--- src/rtl/uart_pkg.sv ---
// -----------------------------------------------------------------------------
// uart_pkg
// Shared definitions for the UART receive path: the receiver FSM state type
// and the default oversampling ratio (50 MHz clock, 115200 baud).
// -----------------------------------------------------------------------------
package uart_pkg;

  // Default clk cycles per serial bit: 50_000_000 / 115_200 ~= 434.
  localparam int unsigned UART_CLKS_PER_BIT_DEFAULT = 434;

  typedef enum logic [2:0] {
    ST_IDLE  = 3'd0,
    ST_START = 3'd1,
    ST_DATA  = 3'd2,
    ST_STOP  = 3'd3,
    ST_BREAK = 3'd4
  } uart_state_e;

endpackage : uart_pkg

--- src/rtl/uart_sync2.sv ---
// -----------------------------------------------------------------------------
// uart_sync2
// Two-flop synchronizer for a single asynchronous input bit.
//   clk       : destination clock
//   reset     : asynchronous, active-high; both flops load RESET_VAL
//   async_in  : asynchronous input
//   sync_out  : input resynchronized to clk (two-cycle latency)
// -----------------------------------------------------------------------------
module uart_sync2 #(
  parameter logic RESET_VAL = 1'b1
) (
  input  logic clk,
  input  logic reset,
  input  logic async_in,
  output logic sync_out
);

  logic meta_q;
  logic sync_q;

  always_ff @(posedge clk or posedge reset) begin
    if (reset) begin
      meta_q <= RESET_VAL;
      sync_q <= RESET_VAL;
    end else begin
      // NOTE: non-blocking so the second flop captures the first flop's
      // pre-edge value; blocking here would collapse the chain to one flop.
      meta_q <= async_in;
      sync_q <= meta_q;
    end
  end

  assign sync_out = sync_q;

endmodule : uart_sync2

--- src/rtl/uart_receiver.sv ---
// -----------------------------------------------------------------------------
// uart_receiver
// 8N1 UART receiver, LSB first. The start bit is re-checked at its middle,
// then each data bit and the stop bit are sampled one bit period apart.
//   clk             : sole clock, all state on rising edge
//   reset           : asynchronous, active-high
//   rx              : asynchronous serial line, idle high
//   dataWriteEnable : one-cycle pulse, dataWrite holds a new byte
//   dataWrite       : last correctly framed byte
//   framingError    : one-cycle pulse, stop bit was sampled low
//   busy            : high whenever the FSM is not idle
// There is no backpressure: every good frame produces a write pulse.
// -----------------------------------------------------------------------------
module uart_receiver
  import uart_pkg::*;
#(
  parameter int unsigned CLKS_PER_BIT = UART_CLKS_PER_BIT_DEFAULT
) (
  input  logic       clk,
  input  logic       reset,
  input  logic       rx,
  output logic       dataWriteEnable,
  output logic [7:0] dataWrite,
  output logic       framingError,
  output logic       busy
);

  // Counter only ever reaches CLKS_PER_BIT-1, so $clog2 bits never wrap.
  localparam int unsigned CW = $clog2(CLKS_PER_BIT);
  localparam logic [CW-1:0] BIT_LAST  = CW'(CLKS_PER_BIT - 1);
  localparam logic [CW-1:0] HALF_LAST = CW'(CLKS_PER_BIT / 2 - 1);

  logic rxs;

  uart_sync2 #(
    .RESET_VAL (1'b1)
  ) u_sync (
    .clk      (clk),
    .reset    (reset),
    .async_in (rx),
    .sync_out (rxs)
  );

  uart_state_e   state_q,   state_d;
  logic [CW-1:0] cnt_q,     cnt_d;
  logic [2:0]    bit_idx_q, bit_idx_d;
  logic [7:0]    shift_q,   shift_d;
  logic [7:0]    data_q,    data_d;
  logic          we_q,      we_d;
  logic          ferr_q,    ferr_d;

  always_comb begin
    // NOTE: every signal gets a default first so no branch can leave it
    // unassigned, which is what would otherwise infer a latch.
    state_d   = state_q;
    cnt_d     = cnt_q;
    bit_idx_d = bit_idx_q;
    shift_d   = shift_q;
    data_d    = data_q;
    we_d      = 1'b0;
    ferr_d    = 1'b0;

    unique case (state_q)
      ST_IDLE: begin
        if (!rxs) begin
          state_d = ST_START;
          cnt_d   = '0;
        end
      end

      // Wait half a bit so all later samples land mid-bit; a line that is
      // high again by then was only a glitch.
      ST_START: begin
        if (cnt_q == HALF_LAST) begin
          cnt_d     = '0;
          bit_idx_d = '0;
          state_d   = rxs ? ST_IDLE : ST_DATA;
        end else begin
          cnt_d = cnt_q + CW'(1);
        end
      end

      ST_DATA: begin
        if (cnt_q == BIT_LAST) begin
          cnt_d   = '0;
          shift_d = {rxs, shift_q[7:1]};
          if (bit_idx_q == 3'd7) begin
            state_d = ST_STOP;
          end else begin
            bit_idx_d = bit_idx_q + 3'd1;
          end
        end else begin
          cnt_d = cnt_q + CW'(1);
        end
      end

      ST_STOP: begin
        if (cnt_q == BIT_LAST) begin
          cnt_d = '0;
          if (rxs) begin
            data_d  = shift_q;
            we_d    = 1'b1;
            state_d = ST_IDLE;
          end else begin
            ferr_d  = 1'b1;
            state_d = ST_BREAK;
          end
        end else begin
          cnt_d = cnt_q + CW'(1);
        end
      end

      // Held-low line: one framing error already reported, wait for idle.
      ST_BREAK: begin
        if (rxs) begin
          state_d = ST_IDLE;
        end
      end

      default: state_d = ST_IDLE;
    endcase
  end

  always_ff @(posedge clk or posedge reset) begin
    if (reset) begin
      state_q   <= ST_IDLE;
      cnt_q     <= '0;
      bit_idx_q <= '0;
      // NOTE: the shift register is eight plain flops, not a RAM, so it is
      // reset with the rest of the datapath to keep its contents defined.
      shift_q   <= '0;
      data_q    <= '0;
      we_q      <= 1'b0;
      ferr_q    <= 1'b0;
    end else begin
      state_q   <= state_d;
      cnt_q     <= cnt_d;
      bit_idx_q <= bit_idx_d;
      shift_q   <= shift_d;
      data_q    <= data_d;
      we_q      <= we_d;
      ferr_q    <= ferr_d;
    end
  end

  assign dataWriteEnable = we_q;
  assign dataWrite       = data_q;
  assign framingError    = ferr_q;
  assign busy            = (state_q != ST_IDLE);

endmodule : uart_receiver

--- config.mk ---
export PLATFORM = sky130hd
export DESIGN_NAME = uart_receiver
export DESIGN_NICKNAME = d
export VERILOG_FILES = /design/src/rtl/uart_pkg.sv /design/src/rtl/uart_sync2.sv /design/src/rtl/uart_receiver.sv
export SDC_FILE = /design/constraint.sdc
export NUM_CORES = 1
export LEC_CHECK = 0
export ABC_AREA = 0
export BUFFER_PORTS_ARGS = -buffer_cell sky130_fd_sc_hd__buf_4
export CAP_MARGIN = 20
export CELL_PAD_IN_SITES_DETAIL_PLACEMENT = 0
export CELL_PAD_IN_SITES_GLOBAL_PLACEMENT = 2
export CORE_ASPECT_RATIO = 0.9
export CORE_UTILIZATION = 39
export DETAILED_ROUTE_END_ITERATION = 8
export PLACE_DENSITY_LB_ADDON = 0.1
export SLEW_MARGIN = 40
export SYNTH_ARGS = -nofsm -noshare
export SYNTH_HDL_FRONTEND = slang
export SYNTH_HIERARCHICAL = 1
export SYNTH_SLANG_ARGS = --single-unit
--- constraint.sdc ---
create_clock -name clk -period 2.6 [get_ports clk]
set_input_delay 0.52 -clock clk [delete_from_list [all_inputs] [get_ports clk]]
set_output_delay 0.52 -clock clk [all_outputs]
set_load 0.05 [all_outputs]
==> impl_metrics.json, run 1 <==
{
  "synth_xor_xnor_area_share_pct": 0,
  "final_layout_size_suffix_gt1_share_pct": 27.78,
  "tightest_slew_ps": 509.6,
  "syn_inst": 163,
  "dp_hpwl_um": 2442,
  "final_util_pct": 48.43,
  "critPathKind": "register to register",
  "die_x_um": 73.02,
  "synthAdderAreaFrac_pct": 3.534,
  "synth.mux.area_fraction_pct": 14.70,
  "critPathLaunch": "cnt_q[3]$_DFFE_PP0P_",
  "start_util_pct": 42.04,
  "fill_cells": 402,
  "drtIter0Drc": 69,
  "cts_resized": 0,
  "yosys.area.top_type": "dfrtp_1",
  "critPathBufInv": 0,
  "wl_um": 3463,
  "cts.root.buffer_cell": "clkbuf_8",
  "synth_area_leaders": "dfrtp_1 47%, mux2_4 6.8%, mux2_2 5.1%",
  "track_usage_pct": 16.63,
  "viasPerCell": 5.246,
  "slew_headroom_pct": 65.15,
  "rows": 22,
  "startpoint_type": "register",
  "vias": 1259,
  "antenna_found_initial": 0,
  "cp_slowest_cell": "or4_4",
  "worstPathArrival_ps": 2200,
  "synth_compound_area_share_pct": 10.95,
  "layout_min_cycle_time_ps": 2031,
  "rsz0062_at_grt": "false",
  "final.period_utilization_pct": 78.10,
  "syn_area_um2": 1770,
  "power_density_nw_per_um2": 514.3,
  "synth_top_family_by_area": "simple AND/OR/NAND/NOR gates",
  "cp.required_ps": 2770,
  "cp_max_fo": 12,
  "setup_violations": 0,
  "yosys.area.top_type_share_pct": 46.64,
  "synth.distinct_cells": 40,
  "drv_cap": 0,
  "yosysSeqAreaShare_pct": 49.61,
  "cts.htree.levels": 2,
  "syn-num-nets": 171,
  "cts_made_buffers": 5,
  "synth_seq_cells": 35,
  "ant_nets": 0,
  "setup-tns-final_ps": 0,
  "timing.rr.start": "cnt_q[3]$_DFFE_PP0P_",
  "crit_family": "simple AND/OR/NAND/NOR gates",
  "clk_pin_slew_ps": 80,
  "hold_viol_final": 0,
  "grt_first_pass_wirelength_um": 5947,
  "vdd_ir_drop_max_mv": 0.3054,
  "clock_latency_ps": 280,
  "cp_cell_sequence": "and4bb_2 > nand2_2 > or4_4 > mux2_4",
  "die-area_um2": 4813,
  "drc": 0,
  "core-area_um2": 4212,
  "io_pins": 14,
  "grt_max_degree": 34,
  "max_stage_delay_ps": 600,
  "overflow": 0,
  "avgSynthCellArea_um2": 10.86,
  "hold_buffers": 0,
  "hold_path_class": "input port to async pin",
  "final_cell_mix": "33 x dfrtp_1, 19 x nand2_1, 15 x buf_4, 12 x inv_1, 9 x o211ai_1",
  "leakage_uw": 0.0009814,
  "layout_commonest_cell": "dfrtp_1",
  "first_pass_iters": 4,
  "slew_violations": 0,
  "outcome": "finished clean",
  "yosys.area_share.simple_pct": 16.89,
  "crit_path_end_kind": "register",
  "wire_per_inst_um": 14.43,
  "fmax_mhz": 492.5,
  "syn_to_final_growth_pct": 15.19,
  "fin_nets": 187,
  "synth_warnings": 6,
  "clock_sinks": 35,
  "grt_pass1_vias": 1195,
  "clock_skew_ps": 6.226,
  "diodes": 0,
  "cts_tree": "built",
  "gp_congestion": 0.7743,
  "post_cts_buffers": 0,
  "io_buffers": 13,
  "clock_path_buffers": 2,
  "die_height_um": 65.92
}
==> stage by stage <==
stage                     hold slack, ps  total power [µW]  worst slack (ps)  cells  area [µm²]
after floorplan                    345.2             567.6             662.8    163        1770
after CTS                          257.1              1063             566.6    240        2039
after detailed placement           352.3             575.1             577.8    232        1927
after global placement             347.0             574.7             618.1    232        1927
after global routing               250.9              1092             479.2    240        2039
final                              260.0              1049             569.4    240        2039
==> per-layer routing <==
| metal | share of wire [%] | track usage (%) | wire length, µm | vias to the layer above |
|---|---|---|---|---|
| met3 | 2.2 | 4.116 | 75 | 4 |
| met2 | 45 | 25.00 | 1572 | 13 |
| li1 | - | - | - | 614 |
| met1 | 51 | 23.11 | 1783 | 628 |
| met5 | 0 | 0 | 0 | - |
| met4 | 0.90 | 5.882 | 31 | 0 |
==> worst paths after layout <==
path	slack, ps	to	cells after the start
worst max-delay path	570	dataWrite[1]$_DFFE_PP0P_	4
worst max register to register	570	dataWrite[1]$_DFFE_PP0P_	4
min in group clk	340	u_sync/meta_q$_DFF_PP1_	1
worst min register to register	360	u_sync/sync_out$_DFF_PP1_	0
worst min-delay path	260	u_sync/meta_q$_DFF_PP1_	2
max in group asynchronous	1960	state_q[0]$_DFFE_PP0P_	3
==> worst register-to-register path, stage by stage, from the launching register on <==
cell and delay [ps]:
dfrtp_1 500, and4bb_2 400, nand2_2 80, or4_4 600
mux2_4 340
==> registers in the layout (all words and copies together) (netlist names) <==
signal	count
cnt_q	9
dataWrite	8
shift_q	8
bit_idx_q	3
state_q	3
dataWriteEnable	1
framingError	1
u_sync/meta_q	1
u_sync/sync_out	1
==> power breakdown <==
group          total, µW  leakage (µW)  internal, µW  switching, µW
Sequential           548      0.000467           547           1.21
Clock                485     0.0000581           285            200
Combinational       15.3      0.000456          3.72           11.6
Total               1050      0.000981           836            213
==> layout make-up <==
cell class	instances	area [µm²]	area share, %
tap	60	75.07	3.681
multi-input combinational	110	815.8	40.00
clock buffer	5	68.82	3.374
inverter	12	45.04	2.209
timing repair buffer	15	112.6	5.521
sequential	35	878.3	43.07
clock inverter	3	43.79	2.147
==> cell usage after synthesis <==
cell type,n
a2111oi_0,1
a211o_1,1
a211oi_1,1
a21boi_0,1
a21oi_1,3
a311oi_1,1
a31oi_1,3
and3_1,1
and3b_2,1
and4_2,1
and4b_2,1
and4bb_2,2
buf_2,1
buf_6,1
clkbuf_1,4
dfrtp_1,33
dfstp_2,2
ha_1,5
inv_1,12
mux2_2,8
mux2_4,8
mux2i_1,5
nand2_1,19
nand2_2,1
nand2b_1,1
nand3_1,5
nand4_1,1
nor2_1,7
nor2b_1,1
nor3_1,6
nor3b_1,2
nor4_1,1
o211ai_1,9
o21ai_0,7
o31a_1,1
o31ai_1,1
or2_2,1
or3_1,2
or3_2,1
or4_4,1
==> kinds of logic (layout without fill, tap and decap cells) <==
kind of cell               after synthesis  count (layout)
adders and majority gates                5               5
AOI/OAI and AO/OA                       29              29
DFF                                     35              35
buffers and inverters                   18              35
and+or+nand+nor                         55              55
muxes                                   21              21
(Power assumes the default switching activity.)
==> inputs of run 2 (changes only) <==
--- a/config.mk
+++ b/config.mk
@@ -11,7 +11,7 @@
 export CELL_PAD_IN_SITES_DETAIL_PLACEMENT = 0
 export CELL_PAD_IN_SITES_GLOBAL_PLACEMENT = 2
 export CORE_ASPECT_RATIO = 0.9
-export CORE_UTILIZATION = 39
+export CORE_UTILIZATION = 35
 export DETAILED_ROUTE_END_ITERATION = 8
 export PLACE_DENSITY_LB_ADDON = 0.1
 export SLEW_MARGIN = 40
==> constraint.sdc (replaced) <==
create_clock -name clk -period 1.71 [get_ports clk]
set_input_delay 0.342 -clock clk [delete_from_list [all_inputs] [get_ports clk]]
set_output_delay 0.342 -clock clk [all_outputs]
set_load 0.05 [all_outputs]
==> impl_metrics.json, run 2 (synthesized netlist as in run 1, its figures left out) <==
{
  "setup_violations": 24,
  "hold_buffers": 0,
  "grt_max_degree": 34,
  "comb_power_share_pct": 1.9,
  "failed_checks": "setup timing",
  "cts_tree": "built",
  "wire_per_inst_um": 15.83,
  "swShare_pct": 20.93,
  "timing.rr.start": "cnt_q[1]$_DFFE_PP0P_",
  "vdd_ir_drop_max_mv": 0.2692,
  "io_pins": 14,
  "setup_ws_ps": -134.9,
  "pwr-share-clk_pct": 43.5,
  "final_layout_size_suffix_gt1_share_pct": 45.97,
  "final.period_utilization_pct": 107.9,
  "track_usage_pct": 17.69,
  "grt_use_met1_pct": 24.56,
  "viasPerCell": 5.152,
  "core-area_um2": 4865,
  "clock_sinks": 35,
  "crit_path_end_kind": "register",
  "die_x_um": 76.97,
  "drc": 0,
  "ant_nets": 0,
  "slew_violations": 0,
  "wl_um": 4369,
  "power_density_nw_per_um2": 617.6,
  "p_total_uw": 1526,
  "grt_use_met3_pct": 4.474,
  "drv_cap": 0,
  "clock_skew_ps": 7.117,
  "vias": 1422,
  "gp_congestion": 0.7679,
  "clock_latency_ps": 280,
  "use_met2_pct": 27.08,
  "hold_ws_ps": 89.45,
  "cp_max_fo": 5,
  "slew_headroom_pct": 71.50,
  "hold_viol_final": 0,
  "io_buffers": 13,
  "drtIter0Drc": 43,
  "overflow": 0,
  "fmax_mhz": 542.0,
  "grt_pass1_vias": 1463,
  "tightest_slew_ps": 427.5,
  "antenna_found_initial": 0,
  "grt_first_pass_wirelength_um": 7314,
  "cts_made_buffers": 5,
  "syn_to_final_growth_pct": 39.58,
  "largest_register": "cnt_q",
  "start_util_pct": 36.39,
  "fin_nets": 218,
  "startpoint_type": "register",
  "leakage_uw": 0.001166,
  "cp.required_ps": 1880,
  "die-area_um2": 5347,
  "hold_path_class": "input port to async pin",
  "cts.root.buffer_cell": "clkbuf_8",
  "rows": 24,
  "worstPathArrival_ps": 2010,
  "switchingPower_uw": 319.4,
  "top_usage_layer": "met2",
  "internal_power_uw": 1207,
  "dp_hpwl_um": 2850,
  "r2r_setup_slack_ps": -130,
  "layout_min_cycle_time_ps": 1845,
  "final_cell_mix": "39 x buf_4, 32 x dfrtp_1, 19 x nand2_1, 16 x mux2_4, 11 x inv_1",
  "setup-tns-final_ps": -1658,
  "largest_reg_flops": 9,
  "rsz0062_at_grt": "true",
  "first_pass_iters": 4,
  "critPathKind": "register to register",
  "clock_path_buffers": 2,
  "p_seq_share_pct": 54.6,
  "cts.htree.levels": 2,
  "die_height_um": 69.47,
  "diodes": 0,
  "clk_pin_slew_ps": 70,
  "r2r_cells": 6,
  "layout_commonest_cell": "buf_4",
  "r2r-end": "dataWrite[1]$_DFFE_PP0P_",
  "outcome": "finished, violations left"
}
run 2: final cells by class:
| cell class | count | area [µm²] |
|---|---|---|
| clock buffer | 7 | 96.34 |
| multi-input combinational | 112 | 1003 |
| timing repair buffer | 44 | 357.8 |
| inverter | 12 | 45.04 |
| fill | 463 | 2394 |
| clock inverter | 1 | 7.507 |
| tap | 65 | 81.33 |
| sequential | 35 | 879.6 |
run 2: how the worst max path moves through the flow:
stage | from | to | depth (start not counted)
2_1_floorplan | cnt_q[1]$_DFFE_PP0P_ | dataWrite[0]$_DFFE_PP0P_ | 7
3_3_place_gp | cnt_q[0]$_DFFE_PP0P_ | cnt_q[0]$_DFFE_PP0P_ | 6
3_5_place_dp | cnt_q[1]$_DFFE_PP0P_ | dataWrite[0]$_DFFE_PP0P_ | 6
4_1_cts | cnt_q[1]$_DFFE_PP0P_ | dataWrite[1]$_DFFE_PP0P_ | 6
5_1_grt | cnt_q[1]$_DFFE_PP0P_ | dataWrite[1]$_DFFE_PP0P_ | 6
6_report | cnt_q[1]$_DFFE_PP0P_ | dataWrite[1]$_DFFE_PP0P_ | 6
run 2: power groups by stage:
stage	logic [µW]	registers (µW)	clock network, µW
2_1_floorplan	14.2	849	0
3_3_place_gp	28.9	848	0
3_5_place_dp	29.9	849	0
4_1_cts	30.9	833	690
5_1_grt	34.3	833	744
6_report	29.3	833	664
run 2: critical path, cell delays in order (launching register included):
cell	delay, ps
dfrtp_1	390
inv_2	80
ha_4	110
and4b_2	240
nand2_2	80
or4_4	500
mux2_4	330
run 2: metrics by stage:
stage	util [%]	setup slack, ps	instances	area, µm²
final	50.80	-134.9	276	2471
after global routing	50.80	-179.9	276	2471
after CTS	46.76	-171.5	270	2275
after detailed placement	42.82	-179.7	257	2083
after global placement	42.82	-168.4	257	2083
after floorplan	-	-175.7	163	1774
run 2: metal layers:
metal	part of all wire (%)	up-vias	routed length [µm]
met2	48	27	2081
met1	48	710	2116
met4	0.37	0	16
met3	3.5	4	154
met5	0	-	0
li1	-	681	-
run 2: what timing repair did:
item	4_1_cts	5_1_grt
resized for setup	10	35
endpoints found under the hold margin	0	0
pin swaps	1	9
gates cloned	2	0
endpoints found under the setup margin	28	31
setup buffers	3	6
